### config.mk
export PLATFORM = sky130hd
export DESIGN_NAME = oam_dma
export DESIGN_NICKNAME = d
export VERILOG_FILES = /design/src/rtl/oam_dma_pkg.sv /design/src/rtl/oam_dma.sv
export SDC_FILE = /design/constraint.sdc
export NUM_CORES = 1
export LEC_CHECK = 0
export BUFFER_PORTS_ARGS = -buffer_cell sky130_fd_sc_hd__buf_2
export CAP_MARGIN = 20
export CORE_MARGIN = 3
export CORE_UTILIZATION = 47
export CTS_CLUSTER_DIAMETER = 80
export DETAILED_ROUTE_END_ITERATION = 8
export PLACE_DENSITY = 0.9
export SLEW_MARGIN = 20
export SYNTH_ARGS = -nofsm -noshare
export SYNTH_HDL_FRONTEND = slang
export SYNTH_SLANG_ARGS = --single-unit
### constraint.sdc
create_clock -name clk -period 2.25 [get_ports clk]
set_input_delay 0 -clock clk [delete_from_list [all_inputs] [get_ports clk]]
set_output_delay 0 -clock clk [all_outputs]
set_load 0.05 [all_outputs]
### src/rtl/oam_dma_pkg.sv
// Shared CPU package: DMA state encoding, OAM/DMA register decode constants
// and the source-page mapping helper.
// Optional build macro: OAM_DMA_ECHO_EN remaps echo-RAM pages (>= E0) onto work RAM.
package oam_dma_pkg;

    localparam int unsigned PAGE_W = 8;
    localparam int unsigned IDX_W  = 8;

    // Top-level address decode constants and register-file indices.
    localparam logic [15:0] OAM_BASE = 16'hFE00;
    localparam logic [15:0] REG_DMA  = 16'hFF46;

    typedef enum logic [1:0] {
        ST_IDLE  = 2'd0,
        ST_SETUP = 2'd1,
        ST_XFER  = 2'd2
    } dma_state_e;

    // Source page actually used for a transfer.
    function automatic logic [PAGE_W-1:0] map_page(input logic [PAGE_W-1:0] p);
`ifdef OAM_DMA_ECHO_EN
        return (p >= 8'hE0) ? PAGE_W'(p - 8'h20) : p;
`else
        return p;
`endif
    endfunction

endpackage

### src/rtl/oam_dma.sv
// OAM DMA engine: copies LEN bytes from {page,00..} into OAM, one byte per
// BYTE_CYCLES-clock slot after a one-slot setup period.
// Ports:
//   clk, rst (async, active-low)
//   start, src_page         - CPU request pulse and source high byte
//   rd_en, rd_addr, rd_data - synchronous-read memory bus (data one clock later)
//   oam_we, oam_addr, oam_wdata - OAM write port (data passes straight from rd_data)
//   busy                    - transfer in progress
// Optional build macro: OAM_DMA_ECHO_EN (see oam_dma_pkg::map_page).
module oam_dma
    import oam_dma_pkg::*;
#(
    parameter int unsigned LEN         = 160,
    parameter int unsigned BYTE_CYCLES = 4
) (
    input  logic                 clk,
    input  logic                 rst,
    input  logic                 start,
    input  logic [PAGE_W-1:0]    src_page,
    output logic                 rd_en,
    output logic [15:0]          rd_addr,
    input  logic [7:0]           rd_data,
    output logic                 oam_we,
    output logic [IDX_W-1:0]     oam_addr,
    output logic [7:0]           oam_wdata,
    output logic                 busy
);

    localparam int unsigned      SLOT_W    = (BYTE_CYCLES > 2) ? $clog2(BYTE_CYCLES) : 1;
    localparam logic [SLOT_W-1:0] SLOT_LAST = SLOT_W'(BYTE_CYCLES - 1);
    localparam logic [IDX_W-1:0]  IDX_LAST  = IDX_W'(LEN - 1);

    dma_state_e        state_q, state_d;
    logic [PAGE_W-1:0] page_q,  page_d;
    logic [IDX_W-1:0]  idx_q,   idx_d;
    logic [SLOT_W-1:0] slot_q,  slot_d;

    // State register.
    always_ff @(posedge clk or negedge rst) begin
        if (!rst) begin
            state_q <= ST_IDLE;
            page_q  <= '0;
            idx_q   <= '0;
            slot_q  <= '0;
        end else begin
            state_q <= state_d;
            page_q  <= page_d;
            idx_q   <= idx_d;
            slot_q  <= slot_d;
        end
    end

    // Next state and strobes; strobes decode from current state so reset clears them at once.
    always_comb begin
        state_d   = state_q;
        page_d    = page_q;
        idx_d     = idx_q;
        slot_d    = slot_q;
        busy      = 1'b0;
        rd_en     = 1'b0;
        rd_addr   = 16'h0000;
        oam_we    = 1'b0;
        oam_addr  = '0;
        oam_wdata = 8'h00;

        case (state_q)
            ST_IDLE: begin
            end
            ST_SETUP: begin
                busy = 1'b1;
                if (slot_q == SLOT_LAST) begin
                    slot_d  = '0;
                    state_d = ST_XFER;
                end else begin
                    slot_d = slot_q + SLOT_W'(1);
                end
            end
            ST_XFER: begin
                busy = 1'b1;
                if (slot_q == '0) begin
                    rd_en   = 1'b1;
                    rd_addr = {page_q, idx_q};
                end
                if (slot_q == SLOT_W'(1)) begin
                    oam_we    = 1'b1;
                    oam_addr  = idx_q;
                    oam_wdata = rd_data;
                end
                if (slot_q == SLOT_LAST) begin
                    slot_d = '0;
                    // Terminate on the index compare so LEN=256 never wraps.
                    if (idx_q == IDX_LAST) begin
                        state_d = ST_IDLE;
                        idx_d   = '0;
                    end else begin
                        idx_d = idx_q + IDX_W'(1);
                    end
                end else begin
                    slot_d = slot_q + SLOT_W'(1);
                end
            end
            default: state_d = ST_IDLE;
        endcase

        // A request in any state restarts; the aborted slot's write never happens.
        if (start) begin
            state_d = ST_SETUP;
            page_d  = map_page(src_page);
            idx_d   = '0;
            slot_d  = '0;
        end
    end

endmodule

==> impl_summary.log, run 1 <==
INFO  metric critical_path_class = flip-flop to primary output
INFO  metric top_level_ports = 54
INFO  metric yosys_warnings = 0
INFO  metric critical_path_capture_point_type = primary output
INFO  metric layout_common_cells = buf_2, and3_1, dfrtp_1, dlygate4sd3_1, mux2_2
INFO  metric globalRouteTotalUtil = 19.5%
INFO  metric ff2ff_path_depth = 6
INFO  metric worst_setup_hold_path_clk_slew = 0.12 ns
INFO  metric chipHeight = 57.7 µm
INFO  metric drt-total-wl = 3150 µm
INFO  metric grt_antenna_before_repair = 0
INFO  metric drt-pass1-iter-count = 5
INFO  metric initialDrtViolationCount = 35
INFO  metric numClockSinks = 20
INFO  metric synth-adder-area-share = 6.98%
INFO  metric floorplan.die.width = 57.7 µm
INFO  metric regToRegSetupSlack = 0.45 ns
INFO  metric synth.ff_latch_count = 20
INFO  metric worst_setup_path_startpoint = state_q[0]
INFO  metric rsz_0062_raised_after_global_routing = false
INFO  metric fp-row-count = 18
INFO  metric report.final.slew_viol_count = 0
INFO  metric totalNegativeSetupSlack = 0 ns
INFO  metric inserted_diodes = 0
INFO  metric hold-path-cell-count = 2
INFO  metric final_common_cell = buf_2
INFO  metric detail_route.drc_violations = 0
INFO  metric route.vias.total = 1,223
INFO  metric synth_top_family_by_area = simple AND/OR/NAND/NOR gates
INFO  metric post_synth_num_cell_types = 33
INFO  metric post-synth-top-area-fraction = 39.9%
INFO  metric port_buffers = 53
INFO  metric clk_root_buffer_cell = clkbuf_4
INFO  metric tritoncts.num_buffers = 3
INFO  metric synthDominantAreaCellType = dfrtp_1
INFO  metric mappedNetlistArea = 0.00125 mm²
INFO  metric yosys.area_share.xor_xnor = 1.40%
INFO  metric syn-num-nets = 159
INFO  metric count_of_endpoints_failing_setup_in_the_final_report = 0
INFO  metric final_critical_path_setup_slack = 0.440 ns
INFO  metric ant_nets = 0
INFO  metric layout_worst_path_cycle_share = 80.4%
INFO  metric placement.setup.worst_slack = 0.507 ns
INFO  metric grt_first_pass_wirelength = 5010 µm
INFO  metric nNetsFinal = 218
INFO  metric drv_cap = 0
INFO  metric worst-endpoint-required = 2.25 ns
INFO  metric finalWorstPathRequiredPeriod = 1.81 ns
INFO  metric synth_compound_gate_area_share = 8.87%
INFO  metric cts.repair_timing.setup_buffer_count = 0
INFO  metric mean_instance_size_in_the_synthesized_netlist = 9.44 µm²
INFO  metric worst-path-max-fanout = 23
INFO  metric grt_overflow = 0
INFO  metric layout-drive-gt1-share = 36.1%
INFO  metric timing.rr.start = state_q[0]
INFO  metric min_delay_worst_endpoint = slot_q[1]
INFO  metric synth_top_cells_by_area = dfrtp_1, and3_1, mux2_2, ha_1, a21oi_1
INFO  metric max_slew_margin = 68.5%
INFO  metric tritoncts_clock_tree = built
INFO  metric largest_net_degree_at_the_start_of_global_routing = 24
INFO  metric ir_worst_vdd = 0.678 mV
INFO  metric hold_path_class = primary input to flip-flop
INFO  metric worstSkewPairLatency = 0.31 ns
INFO  metric post_synthesis_sequential_area_ratio = 39.9%
INFO  metric placed_wire_length_estimate = 2220 µm
INFO  metric gpl.final_weighted_congestion = 0.897
INFO  metric power_per_cell_area = 622 mW/mm²
INFO  metric reg2reg_to = idx_q[4]
INFO  metric post-route-cell-area = 0.00166 mm²
INFO  metric tightestPinTransition = 0.472 ns
INFO  metric floorplan.core_area = 0.00250 mm²
INFO  metric post_synth_and_or_nand_nor_area_fraction = 29.3%
INFO  metric run_status = complete, no violations
INFO  metric post_synth_inst_count = 133
INFO  metric die_area = 0.00333 mm²
INFO  metric fin_skew = 0.00857 ns
INFO  metric post_dp_cell_area = 0.00153 mm²
INFO  metric htreeDepth = 1
INFO  metric wl_per_cell = 14.2 µm
INFO  metric fmax = 553 MHz
INFO  metric timing_hold_violations_final = 0
INFO  metric critPathLaunchType = flip-flop
INFO  metric floorplan.initialDensity = 50.2%
INFO  metric critPathArrivalTime = 1.81 ns
INFO  metric muxShareOfSynthArea = 7.98%
INFO  metric ctsLongestPathBuffers = 2
INFO  metric power.static_leakage = 0.000962 µW
INFO  metric flow.area_growth_from_synthesis = 31.9%
INFO  metric vias_in_the_first_global_route = 1,123
INFO  metric avgViaCountPerCell = 5.53
INFO  metric hold_path_startpoint = start
-- cells in the mapped netlist --
cell       number
a211oi_1        1
a21oi_1         6
a31oi_1         2
and2_1          2
and2b_2         1
and3_1         32
buf_2           2
buf_4           1
clkbuf_1        7
dfrtp_1        20
ha_1            7
inv_1           7
mux2_2          8
mux2i_1         1
nand2_1         6
nand3_1         4
nand4_1         2
nand4_2         1
nand4bb_1       1
nor2_1          3
nor3_1          1
nor3b_1         1
o2111ai_1       1
o211ai_1        2
o21ai_0         3
o221ai_1        1
o22ai_1         1
o31ai_1         1
or3_1           3
or4_1           2
or4b_1          1
xnor2_1         1
xor2_1          1
-- report_power, final --
part | switching [µW] | leakage [µW] | internal, µW
registers | 39.9 | 0.000254 | 401
clock network | 113 | 0.0000210 | 98.9
logic | 235 | 0.000687 | 141
total | 389 | 0.000962 | 641
-- metrics by stage --
step | hold slack (ns) | util (%) | total power, µW | std cells
floorplan | -0.296 | - | 716 | 133
global placement | -0.0340 | 61.2 | 780 | 208
detailed placement | -0.0276 | 61.2 | 813 | 208
CTS | 0.0866 | 66.2 | 1040 | 221
global route | 0.0922 | 66.2 | 1090 | 221
finish | 0.0959 | 66.2 | 1030 | 221
-- routing by layer --
| metal | routed length, µm | track usage (%) | up-vias | part of all wire, % |
|---|---|---|---|---|
| met5 | 0 | 0 | - | 0 |
| met3 | 171 | 5.35 | 6 | 5.4 |
| met4 | 51 | 7.62 | 0 | 1.6 |
| met1 | 1260 | 22.3 | 579 | 40 |
| met2 | 1670 | 34.4 | 36 | 53 |
| li1 | - | - | 602 | - |
-- worst max-delay path by stage --
stage / end / slack (ns) / cells past startpoint
final: oam_wdata[1] / 0.44 / 5
after global routing: oam_wdata[1] / 0.32 / 5
after CTS: oam_wdata[1] / 0.44 / 5
after detailed placement: idx_q[4] / 0.51 / 6
after global placement: idx_q[7] / 0.60 / 4
after floorplan: oam_addr[0] / 0.61 / 5
-- critical path, cell delays in order, from the launching register on --
cell and delay, ns:
dfrtp_1 0.44, inv_1 0.10, ha_1 0.27, buf_4 0.24
and3_1 0.18, buf_2 0.27
-- final cells by class --
type                    instances  area [µm²]
fillers                       188         845
flip-flops and latches         20         500
clock buffers                   4        36.3
well taps                      30        37.5
multi-input cells              96         684
inverters                       7        26.3
repair buffers                 64         370
-- repair_timing --
action | CTS | global route
hold buffers | 9 | 0
gates resized for setup | 0 | 0
endpoints found under the hold margin | 28 | 0
-- kinds of logic (layout without fill, tap and decap cells) --
group,count (synthesis),count (layout)
buffers and inverters,17,75
AOI/OAI and AO/OA,18,18
and+or+nand+nor,60,60
adders and majority gates,7,7
xor gates and xnor gates,2,2
DFF,20,20
muxes,9,9
-- sequential cells by signal, indices dropped and copies added, names as in the netlist --
register / cells
state_q: 2
idx_q: 8
page_q: 8
slot_q: 2
No activity file was read; power rests on OpenSTA's default activity.
==> inputs of run 2 (changes only) <==
- CORE_UTILIZATION: 47 -> 42
- PLACE_DENSITY: 0.9 -> 0.86
- clock period: 2.25 -> 1.6 ns (I/O delays scaled with it)
==> run 2 against run 1 <==
Critical path type unchanged. The run now ends with negative setup slack left. Via count up 19%. Power up 70%. Clock skew up 0.0087 ns.
==> impl_summary.log, run 2 (synthesis gave the netlist of run 1 again) <==
INFO  metric run_status = finished with violations
INFO  metric violations = negative setup slack
INFO  metric ant_nets = 0
INFO  metric rsz_0062_raised_after_global_routing = true
INFO  metric placed_wire_length_estimate = 2370 µm
INFO  metric drt-total-wl = 4890 µm
INFO  metric tightestPinTransition = 0.454 ns
INFO  metric final_common_cell = buf_6
INFO  metric timing.rr.start = idx_q[0]
INFO  metric avgViaCountPerCell = 6.00
INFO  metric reg2reg_to = idx_q[5]
INFO  metric layout-drive-gt1-share = 57.1%
INFO  metric worstSkewPairLatency = 0.33 ns
INFO  metric ir_worst_vdd = 1.05 mV
INFO  metric worst_setup_path_startpoint = state_q[0]
INFO  metric groute.layer.met1.usage = 28.3%
INFO  metric cell_by_cell_listing_of_the_critical_path = inv_2, ha_2, buf_6, buf_12, and3_1, buf_6
INFO  metric cp_top_family = buffers and inverters
INFO  metric floorplan.initialDensity = 44.7%
INFO  metric regToRegSetupSlack = -0.04 ns
INFO  metric post-route-cell-area = 0.00220 mm²
INFO  metric finalWorstPathRequiredPeriod = 1.68 ns
INFO  metric gpl.final_weighted_congestion = 0.843
INFO  metric power_per_cell_area = 796 mW/mm²
INFO  metric totalNegativeSetupSlack = -1.03 ns
INFO  metric critical_path_capture_point_type = primary output
INFO  metric nNetsFinal = 239
INFO  metric hold_path_class = primary input to flip-flop
INFO  metric fp-row-count = 19
INFO  metric drv_cap = 0
INFO  metric layout_worst_path_cycle_share = 105%
INFO  metric internal_power = 1080 µW
INFO  metric layout_top_registers = idx_q (8), page_q (8)
INFO  metric die_area = 0.00368 mm²
INFO  metric grt_overflow = 0
INFO  metric largest_net_degree_at_the_start_of_global_routing = 21
INFO  metric numClockSinks = 20
INFO  metric clk_root_buffer_cell = clkbuf_4
INFO  metric vias_in_the_first_global_route = 1,270
INFO  metric fmax = 594 MHz
INFO  metric detail_route.drc_violations = 0
INFO  metric use_met2 = 39.4%
INFO  metric grt_antenna_before_repair = 0
INFO  metric critPathLaunchType = flip-flop
INFO  metric count_of_endpoints_failing_setup_in_the_final_report = 34
INFO  metric worst_setup_path_endpoint = rd_addr[8]
INFO  metric critPathBufInv = 4
INFO  metric inserted_diodes = 0
INFO  metric final_critical_path_setup_slack = -0.0840 ns
INFO  metric cp_slowest_cell = dfrtp_1
INFO  metric floorplan.core_area = 0.00281 mm²
INFO  metric tritoncts_clock_tree = built
INFO  metric worst-endpoint-required = 1.60 ns
INFO  metric timing_hold_violations_final = 0
INFO  metric route.vias.total = 1,459
INFO  metric htreeDepth = 1
INFO  metric worst-path-max-fanout = 10
INFO  metric chipHeight = 60.7 µm
INFO  metric worst_setup_hold_path_clk_slew = 0.13 ns
INFO  metric critPathArrivalTime = 1.68 ns
INFO  metric grt_first_pass_wirelength = 6200 µm
INFO  metric use_met3 = 4.26%
INFO  metric final-instance-count-excl-fill = 243
INFO  metric timing.hold.ws = 0.101 ns
INFO  metric ctsLongestPathBuffers = 2
INFO  metric floorplan.die.width = 60.7 µm
INFO  metric top_level_ports = 54
INFO  metric tritoncts.num_buffers = 3
INFO  metric power.switching = 676 µW
INFO  metric comb_power_share = 47.4%
INFO  metric clock_power_share = 17.8%
INFO  metric grt_busiest_layer = met2
INFO  metric ff2ff_path_depth = 4
INFO  metric layout_common_cells = buf_6, buf_2, dfrtp_1, buf_4, and3_1
INFO  metric port_buffers = 53
INFO  metric fin_skew = 0.0173 ns
INFO  metric power.static_leakage = 0.00108 µW
INFO  metric critical_path.most_common_cell = buf_6
INFO  metric crit_cells = 6
INFO  metric post_dp_cell_area = 0.00163 mm²
INFO  metric report.final.slew_viol_count = 0
INFO  metric initialDrtViolationCount = 81
INFO  metric post-place-cells = 220
INFO  metric wl_per_cell = 20.1 µm
INFO  metric critical_path_class = flip-flop to primary output
INFO  metric power_switching_share = 38.6%
INFO  metric globalRouteTotalUtil = 22.6%
INFO  metric flow.area_growth_from_synthesis = 75.6%
INFO  metric seqPwrFrac = 34.8%
INFO  metric cp_max_stage_delay = 0.41 ns
INFO  metric drt-pass1-iter-count = 4
INFO  metric power.total = 1750 µW
INFO  metric max_slew_margin = 69.7%
run 2: final cells by class:
type	instances	area [µm²]
clock buffer	4	36.3
fill	154	602
inverter	7	26.3
multi-input combinational	96	786
sequential	20	503
tap	31	38.8
timing repair buffer	85	813
run 2: worst register-to-register path, delay by kind of cell (launching register included):
kind | cells | cell delay [ns]
DFF | 1 | 0.45
adders and majority gates | 1 | 0.24
and+or+nand+nor | 2 | 0.70
AOI/OAI and AO/OA | 1 | 0.16
run 2: how the worst min path moves through the flow:
stage / endpoint / slack, ns / from / cells past startpoint
6_report: slot_q[0] / 0.10 / start / 2
5_1_grt: slot_q[1] / 0.12 / start / 2
3_3_place_gp: state_q[0] / -0.03 / rst / 1
2_1_floorplan: idx_q[0] / -0.30 / rst / 0
4_1_cts: slot_q[1] / 0.11 / start / 2
3_5_place_dp: slot_q[0] / -0.03 / rst / 1
run 2: metal layers:
metal	part of all wire, %	vias to the layer above
li1	-	642
met1	37	720
met4	3.1	0
met5	0	-
met3	5.4	16
met2	55	81
run 2: per-stage QoR:
stage	utilization [%]	setup slack, ns
after floorplan	-	0.0224
after detailed placement	57.9	-0.000986
final	78.5	-0.0840
after global routing	78.5	-0.143
after global placement	57.9	0.0953
after CTS	68.8	-0.0112
run 2: power groups by stage:
stage                     combinational (µW)  clock, µW  sequential, µW
after global placement                   550          0             609
final                                    830        312             611
after global routing                     905        333             618
after CTS                                621        290             602
after floorplan                          397          0             610
after detailed placement                 561          0             614
run 2: timing repair:
item,4_1_cts,5_1_grt
gates resized for setup,55,52
buffers inserted,2,6
cloned,0,2
hold buffers,9,0
endpoints found under the setup margin,35,41
hold endpoints to repair,28,0
